--- config.mk ---
export PLATFORM = sky130hd
export DESIGN_NAME = multi_cycle_ctrl
export DESIGN_NICKNAME = d
export VERILOG_FILES = /design/src/rtl/multi_cycle_ctrl.sv
export SDC_FILE = /design/constraint.sdc
export NUM_CORES = 1
export LEC_CHECK = 0
export CAP_MARGIN = 20
export CELL_PAD_IN_SITES_DETAIL_PLACEMENT = 1
export CELL_PAD_IN_SITES_GLOBAL_PLACEMENT = 1
export CORE_AREA = 5 5 159 161
export CTS_BUF_LIST = sky130_fd_sc_hd__clkbuf_8
export DETAILED_ROUTE_END_ITERATION = 12
export DIE_AREA = 0 0 164 166
export PLACE_DENSITY = 0.75
export SLEW_MARGIN = 20
export SYNTH_ARGS = -nofsm -noshare
export SYNTH_HDL_FRONTEND = slang
export SYNTH_SLANG_ARGS = --single-unit
--- constraint.sdc ---
create_clock -name clk -period 2.8 [get_ports clk]
set_input_delay 0.56 -clock clk [delete_from_list [all_inputs] [get_ports clk]]
set_output_delay 0.56 -clock clk [all_outputs]
set_load 0.1 [all_outputs]
--- src/rtl/multi_cycle_ctrl.sv ---
// Multi-cycle instruction sequencer: FETCH/DECODE/EXECUTE/MEM/WB/HALT.
// Owns the PC, the latched instruction and the retired-instruction counter.
module multi_cycle_ctrl #(
  parameter logic [31:0] RESET_PC = 32'h0000_0000
) (
  input  logic        clk,
  input  logic        rst_n,
  output logic        imem_req,
  output logic [31:0] imem_addr,
  input  logic        imem_ack,
  input  logic [31:0] imem_rdata,
  output logic [31:0] inst,
  input  logic [31:0] operation,
  input  logic        branch_cond,
  input  logic [31:0] target_addr,
  output logic        dmem_req,
  output logic        dmem_we,
  input  logic        dmem_ack,
  output logic        rf_we,
  output logic [31:0] pc,
  output logic        halted,
  output logic [31:0] instret
);

  typedef enum logic [2:0] {
    S_FETCH, S_DECODE, S_EXECUTE, S_MEM, S_WB, S_HALT
  } state_t;

  state_t      state_q, state_d;
  logic [31:0] pc_q, pc_d;
  logic [31:0] inst_q, inst_d;
  logic [31:0] instret_q, instret_d;
  logic [31:0] target_q, target_d;
  logic        imem_req_q, imem_req_d;
  logic        mem_q, mem_d;
  logic        store_q, store_d;
  logic        branch_q, branch_d;
  logic        jal_q, jal_d;
  logic        jalr_q, jalr_d;

  logic        op_onehot;
  logic        taken;
  logic        pc_upd;
  logic [31:0] jump_tgt;
  logic [31:0] pc_plus4;
  logic [31:0] pc_new;

  assign op_onehot = (operation != 32'd0) && ((operation & (operation - 32'd1)) == 32'd0);
  assign jump_tgt  = jalr_q ? {target_addr[31:1], 1'b0} : target_addr;
  assign taken     = jal_q | jalr_q | (branch_q & branch_cond);
  assign pc_plus4  = pc_q + 32'd4;

  always_comb begin
    state_d    = state_q;
    pc_d       = pc_q;
    inst_d     = inst_q;
    instret_d  = instret_q;
    target_d   = target_q;
    imem_req_d = 1'b0;
    mem_d      = mem_q;
    store_d    = store_q;
    branch_d   = branch_q;
    jal_d      = jal_q;
    jalr_d     = jalr_q;
    pc_upd     = 1'b0;
    pc_new     = pc_plus4;

    case (state_q)
      S_FETCH: begin
        // The request rises one cycle into FETCH; an ack is only honoured against it.
        if (imem_req_q && imem_ack) begin
          inst_d  = imem_rdata;
          state_d = S_DECODE;
        end else begin
          imem_req_d = 1'b1;
        end
      end
      S_DECODE: begin
        mem_d    = |operation[13:8];
        store_d  = |operation[10:8];
        branch_d = |operation[5:0];
        jal_d    = operation[7];
        jalr_d   = operation[6];
        state_d  = op_onehot ? S_EXECUTE : S_HALT;
      end
      S_EXECUTE: begin
        target_d = jump_tgt;
        if (taken && (jump_tgt[1:0] != 2'b00)) begin
          state_d = S_HALT;
        end else if (mem_q) begin
          state_d = S_MEM;
        end else if (branch_q) begin
          state_d = S_FETCH;
          pc_upd  = 1'b1;
          pc_new  = taken ? jump_tgt : pc_plus4;
        end else begin
          state_d = S_WB;
        end
      end
      S_MEM: begin
        if (dmem_ack) begin
          if (store_q) begin
            state_d = S_FETCH;
            pc_upd  = 1'b1;
          end else begin
            state_d = S_WB;
          end
        end
      end
      S_WB: begin
        state_d = S_FETCH;
        pc_upd  = 1'b1;
        pc_new  = (jal_q | jalr_q) ? target_q : pc_plus4;
      end
      S_HALT: begin
        state_d = S_HALT;
      end
      default: begin
        state_d = S_HALT;
      end
    endcase

    if (pc_upd) begin
      pc_d      = pc_new;
      instret_d = instret_q + 32'd1;
    end
  end

  always_ff @(posedge clk or negedge rst_n) begin
    if (!rst_n) begin
      state_q    <= S_FETCH;
      pc_q       <= RESET_PC;
      inst_q     <= 32'd0;
      instret_q  <= 32'd0;
      target_q   <= 32'd0;
      imem_req_q <= 1'b0;
      mem_q      <= 1'b0;
      store_q    <= 1'b0;
      branch_q   <= 1'b0;
      jal_q      <= 1'b0;
      jalr_q     <= 1'b0;
    end else begin
      state_q    <= state_d;
      pc_q       <= pc_d;
      inst_q     <= inst_d;
      instret_q  <= instret_d;
      target_q   <= target_d;
      imem_req_q <= imem_req_d;
      mem_q      <= mem_d;
      store_q    <= store_d;
      branch_q   <= branch_d;
      jal_q      <= jal_d;
      jalr_q     <= jalr_d;
    end
  end

  // State-decoded strobes fall with the asynchronous reset of state_q.
  assign imem_req  = imem_req_q;
  assign imem_addr = pc_q;
  assign inst      = inst_q;
  assign dmem_req  = (state_q == S_MEM);
  assign dmem_we   = (state_q == S_MEM) && store_q;
  assign rf_we     = (state_q == S_WB);
  assign pc        = pc_q;
  assign halted    = (state_q == S_HALT);
  assign instret   = instret_q;

endmodule
# Word level (Yosys, flattened, before mapping)
# Index checks and enable logic that the tools add are counted.
[op_classes]
n_addsub = 3
eq_ne = 7
bitwise_logic = 4
reduce_logical = 13
muxes = 23
[op_table]
columns = ["cell", "count"]
rows = [
  ["$mux 32", 5],
  ["$pmux 32 s2", 1],
  ["$add 32x1->32 const B", 1],
  ["$add 32x3->32 const B", 1],
  ["$and 32x32->32", 1],
  ["$logic_not 32->1", 1],
  ["$reduce_bool 32->1", 1],
  ["$sub 32x1->32 const B", 1],
  ["$mux 3", 7],
  ["$pmux 3 s5", 1],
  ["$reduce_or 6->1", 2],
  ["$mux 1", 8],
  ["$eq 3x2->1 const B", 2],
  ["$eq 3x3->1 const B", 2],
  ["$logic_and 1x1->1", 4],
  ["$reduce_and 2->1", 2],
  ["$eq 3x1->1 const B", 1],
  ["$logic_not 3->1", 1],
  ["$pmux 1 s3", 1],
  ["$reduce_or 3->1", 1],
  ["$ne 2x1->1 const B", 1],
  ["$ne 2x2->1 const B", 1],
  ["$or 1x1->1", 2],
  ["$reduce_bool 2->1", 1],
  ["$and 1x1->1", 1],
]
[word_totals]
in_bits = 101
regBits = 137
elab_cells = 61

# Longest topological paths before layout
[depth]
word_depth = 7
depth_mapped = 10

# Least setup slack after synthesis
# No wires, ideal clock.
[synth_timing]
path_kind = "reg-to-reg"
start = "reg pc_q[2], in the netlist imem_addr[2]"
end = "reg pc_q[18], in the netlist imem_addr[18]"
path_stages_with_launch = 9
setup_time_ns = 0.083
setup_slack_ns = -0.006
arrival_time_ns = 2.724
required_ns = 2.717
path_cell_list = "dfrtp_1 -> ha_1 -> nand3_1 -> or3_1 -> nor3_1 -> and3b_1 -> o311a_1 -> a221oi_1 -> o21ai_0"
[synth_between]
elab_chain_len = 6
elab_cells_between_ends = 7
[synth_lines]
columns = ["item", "line_no", "rtl"]
rows = [
  ["start: declaration", "30", "logic [31:0] pc_q, pc_d;"],
  ["start signal: assignment", "144", "pc_q <= pc_d;"],
  ["$add 32x3->32 (*)", "51", "assign pc_plus4 = pc_q + 32'd4;"],
  ["$mux 32", "95", "pc_new = taken ? jump_tgt : pc_plus4;"],
  ["$mux 32", "92", "end else if (branch_q) begin"],
  ["$mux 32", "90", "end else if (mem_q) begin"],
  ["$mux 32", "88", "if (taken && (jump_tgt[1:0] != 2'b00)) begin"],
  ["$pmux 32 s2 (*)", "68", "case (state_q)"],
]
# Mark *: on every way between the ends. The rest lies on a longest branch, timed or not.
# A chain may end at the register's enable or synchronous reset.

# Final worst setup path
[layout_timing]
start = "in operation[1]"
end = "reg state_q[0]"
[layout_between]
elab_chain_len = 6
elab_cells_between_ends = 7
[layout_lines]
columns = ["item", "line_no", "rtl"]
rows = [
  ["start: declaration", "13", "input logic [31:0] operation,"],
  ["$sub 32x1->32", "48", "assign op_onehot = (operation != 32'd0) && ((operation & (operation - 32'd1)) == 32'd0);"],
  ["$and 32x32->32", "48", ""],
  ["$logic_not 32->1", "48", ""],
  ["$logic_and 1x1->1 (*)", "48", ""],
  ["$mux 3 (*)", "84", "state_d = op_onehot ? S_EXECUTE : S_HALT;"],
  ["$pmux 3 s5 (*)", "68", ""],
  ["end signal: assignment", "143", "state_q <= state_d;"],
  ["end: declaration", "29", "state_t state_q, state_d;"],
]
# Marked as above.

==> summary.txt <==
Run status
  • Status: completed

Logic synthesis
  • Synth Register Bits: 137
  • Post-synth top flop: dfrtp_1
  • Synth area leaders: dfrtp_1 48%, nand2_1 7.5%, mux2_2 5.5%, o21ai_0 3.6%, xnor2_1 3.5%
  • Synth area leader: dfrtp_1
  • Ys async rst share: 100%
  • Syn Nets: 855
  • Mapped Cells: 752
  • Netlist cell types: 69
  • Synthesized area: 7170 um2
  • Area fraction of the dominant cell type after synthesis: 47.8%
  • Yosys warns: 0
  • Number of synthesized flops with an enable pin: 0
  • Syn Area/Cell: 9.53 um2
  • Sequential fraction of the synthesis area: 47.8%

Floorplanning
  • Core Area: 23,800 um2
  • Horiz. Die Dim: 164 um
  • Starting Density: 30.1%
  • Die area: 27,200 um2
  • Die Y: 166 um
  • # rows: 57
  • Top-Level Pins: 234

CTS
  • CTS tree: built
  • H-tree levels: 4
  • Clk Latency, worst-skew pair: 0.44 ns
  • Max clock buf depth: 2
  • Worst-path clk slew: 0.09 ns
  • Clock root cell: clkbuf_8
  • CTS Sinks: 137
  • Hold buffers post-CTS: 0
  • TritonCTS Buffers: 17

Route
  • Via density: 5.05
  • First drt pass iteration count: 4
  • Remaining DRCs: 0
  • Drt wl/cell: 18.6 um
  • DRT iter0 DRCs: 321
  • Drt total wl: 24.8 mm
  • Antenna Violating Nets Remaining: 0
  • DR vias: 6,722

Worst setup path
  • Setup crit start kind: input pin
  • Max incr delay on CP: 0.55 ns
  • Capture point of the worst reg-to-reg path: imem_addr[18]
  • Slowest stage cell, crit path: or4_4
  • WP depth: 9
  • Crit path max-delay family: simple AND/OR/NAND/NOR gates
  • CP Data Arrival Time: 3.02 ns
  • CP Data Required Time: 3.11 ns
  • Reg2reg start: imem_addr[2]
  • Cell Chain, Critical Path: clkdlybuf4s50_1 -> or4_4 -> nor4_4 -> buf_4 -> nand4b_1 -> a2111oi_2 -> nand4_1 -> nor3_2 -> o221ai_2
  • Worst setup startpoint: operation[1]
  • Worst Path Buf+Inv: 2
  • FF-to-FF path depth: 8
  • CP Capture Type: flip-flop
  • CP Capture Point: state_q[0]
  • Crit path max fanout: 6
  • Flop-to-flop setup slack: 0.29 ns
  • Kind of critical path: input pin to flip-flop

Layout
  • Multi-input logic area: 3360 um2
  • # fillers: 2,803
  • Reg area: 3430 um2
  • Area grow syn2layout: 41.7%
  • Layout Utilization: 42.6%
  • Nets: 1,097
  • Layout cells sized above 1: 27.4%

Global route
  • Initial antenna violation count: 2
  • Largest net degree at the start of global routing: 54
  • GR Layer Usage met2: 31.3%
  • Gr usage total: 18.0%
  • Global route hottest layer: met2
  • Met3 Usage GRT: 4.82%
  • GR Layer Usage met1: 21.7%
  • Vias in the first global route: 7,163
  • Grt total ovfl: 0
  • First-pass GRT wire length: 39.4 mm

Timing
  • Post-layout min period: 2.72 ns
  • Fin. Hold Viols: 0
  • Final setup violation count: 0
  • Least-Margin Pin Slew: 0.593 ns
  • RSZ-0062 raised after global routing: false
  • Worst Clk Skew: 0.0169 ns
  • Slew Limit Fails: 0
  • Max_slew headroom: 60.4%
  • FMAX: 368 MHz
  • Tcrit/Tclk final: 97.0%

Pwr
  • Pwr Density: 391 nW/um2
  • Sequential Power Share: 49.7%
  • VDD IR-drop max: 0.205 mV
  • Clock share of power: 43.4%
  • Sw Share: 24.0%
  • Combinational fraction of design power: 6.9%
  • Tot Pwr: 3.98 mW
  • Int Pwr: 3.02 mW
  • Net load switching power: 0.953 mW
  • Lkg Pwr: 4.55 nW

Placed design
  • DP Wirelength: 18.6 mm
  • GPL Wtd Cong: 0.812
  • PortBufs: 233

Worst hold path
  • Worst hold path class: input pin to async pin

Run
  • Max-capacitance violation count: 0
-- power groups by stage --
stage                     clock (mW)  combinational (mW)  sequential [mW]
after CTS                       1.79               0.276             1.98
after global routing            1.88               0.299             1.98
after global placement             0               0.269             2.02
after detailed placement           0               0.275             2.02
final                           1.73               0.273             1.98
after floorplan                    0              0.0293             2.02
-- flip-flops by register name, indices dropped and copies added (netlist names) --
name and cells:
jal_q 1, jalr_q 1, state_q 3, instret 32, inst 32, imem_addr 32, target_q 32, mem_q 1
branch_q 1, store_q 1, imem_req 1
-- stage by stage --
step | hold slack [ns] | setup TNS (ns) | cell area, um2 | std cells | setup slack (ns)
floorplan | 0.264 | 0 | 7170 | 752 | 0.00337
global placement | 0.457 | -1.42 | 9690 | 1294 | -0.331
detailed placement | 0.467 | -1.74 | 9690 | 1294 | -0.405
CTS | 0.0737 | 0 | 10100 | 1326 | 0.0808
global route | 0.0808 | 0 | 10200 | 1331 | 0.00467
finish | 0.0680 | 0 | 10200 | 1332 | 0.0842
-- per-layer routing --
metal / up-vias / wire (um)
met1: 3320 / 10100
met3: 33 / 1660
met4: 4 / 594
met5: - / 27
li1: 3177 / -
met2: 188 / 12400
-- synthesized netlist by cell type (7+ instances only) --
library cell,count
a21oi_1,26
a221oi_1,21
a22oi_1,7
a31oi_1,8
and3_1,13
buf_4,32
clkbuf_1,28
dfrtp_1,137
inv_1,9
mux2_2,35
nand2_1,143
nand3_1,27
nand4_1,14
nor2_1,31
nor3_1,16
o21ai_0,52
o21ai_1,7
or3_1,7
xnor2_1,29
-- what timing repair did --
item                       4_1_cts  5_1_grt
setup buffers                    0        5
setup endpoints to repair        0        3
resized for setup                0        4
-- final cells by class --
type                            count  share of cell area [%]
Sequential cell                   137                    33.8
Multi-Input combinational cell    538                    33.1
Timing Repair Buffer              290                    24.8
Tap cell                          324                    3.99
Clock buffer                       17                    2.30
Clock inverter                     15                    1.71
Inverter                           10                   0.370
Antenna cell                        1                  0.0246
-- logic make-up after synthesis --
group	count (synthesis)	share of synthesized area, %
and+or+nand+nor	298	20.2
AOI/OAI and AO/OA	166	15.7
DFF	137	47.8
buffers and inverters	77	5.88
muxes	37	5.78
xor gates and xnor gates	33	4.03
adders and majority gates	4	0.628
-- worst register-to-register path: cells and delay by family, from the launching register on --
| family | cells | cell delay [ns] |
|---|---|---|
| compound gates | 3 | 0.35 |
| simple gates | 4 | 1.41 |
| fa+ha+maj | 1 | 0.22 |
| flops | 1 | 0.45 |
-- layout by cell type, fill, tap and decap left out, types with 5 or more instances in the layout --
cell type / instances
inv_1: 11
xnor2_1: 29
nor3_1: 16
or3_1: 7
nand2_1: 143
and3_1: 13
nor2b_1: 6
o21ai_1: 7
and4_1: 6
dfrtp_1: 136
nand4_1: 14
clkbuf_8: 17
nor2_1: 30
a31oi_1: 7
clkdlybuf4s50_1: 99
o21ai_0: 52
a22o_1: 5
mux2_2: 35
a22oi_1: 7
nand3_1: 27
buf_12: 7
buf_4: 183
a221oi_1: 21
a21oi_1: 26
nand2b_1: 6
-- how the worst min path moves through the flow --
stage	slack, ns	from	endpoint	cells past startpoint
after detailed placement	0.47	target_q[31]	target_q[31]	2
after global routing	0.08	rst_n	imem_addr[23]	1
after floorplan	0.26	rst_n	branch_q	0
after CTS	0.07	rst_n	imem_addr[23]	1
final	0.07	rst_n	imem_addr[23]	1
after global placement	0.46	target_q[6]	target_q[6]	2
Power figures use the tool's default switching activity.
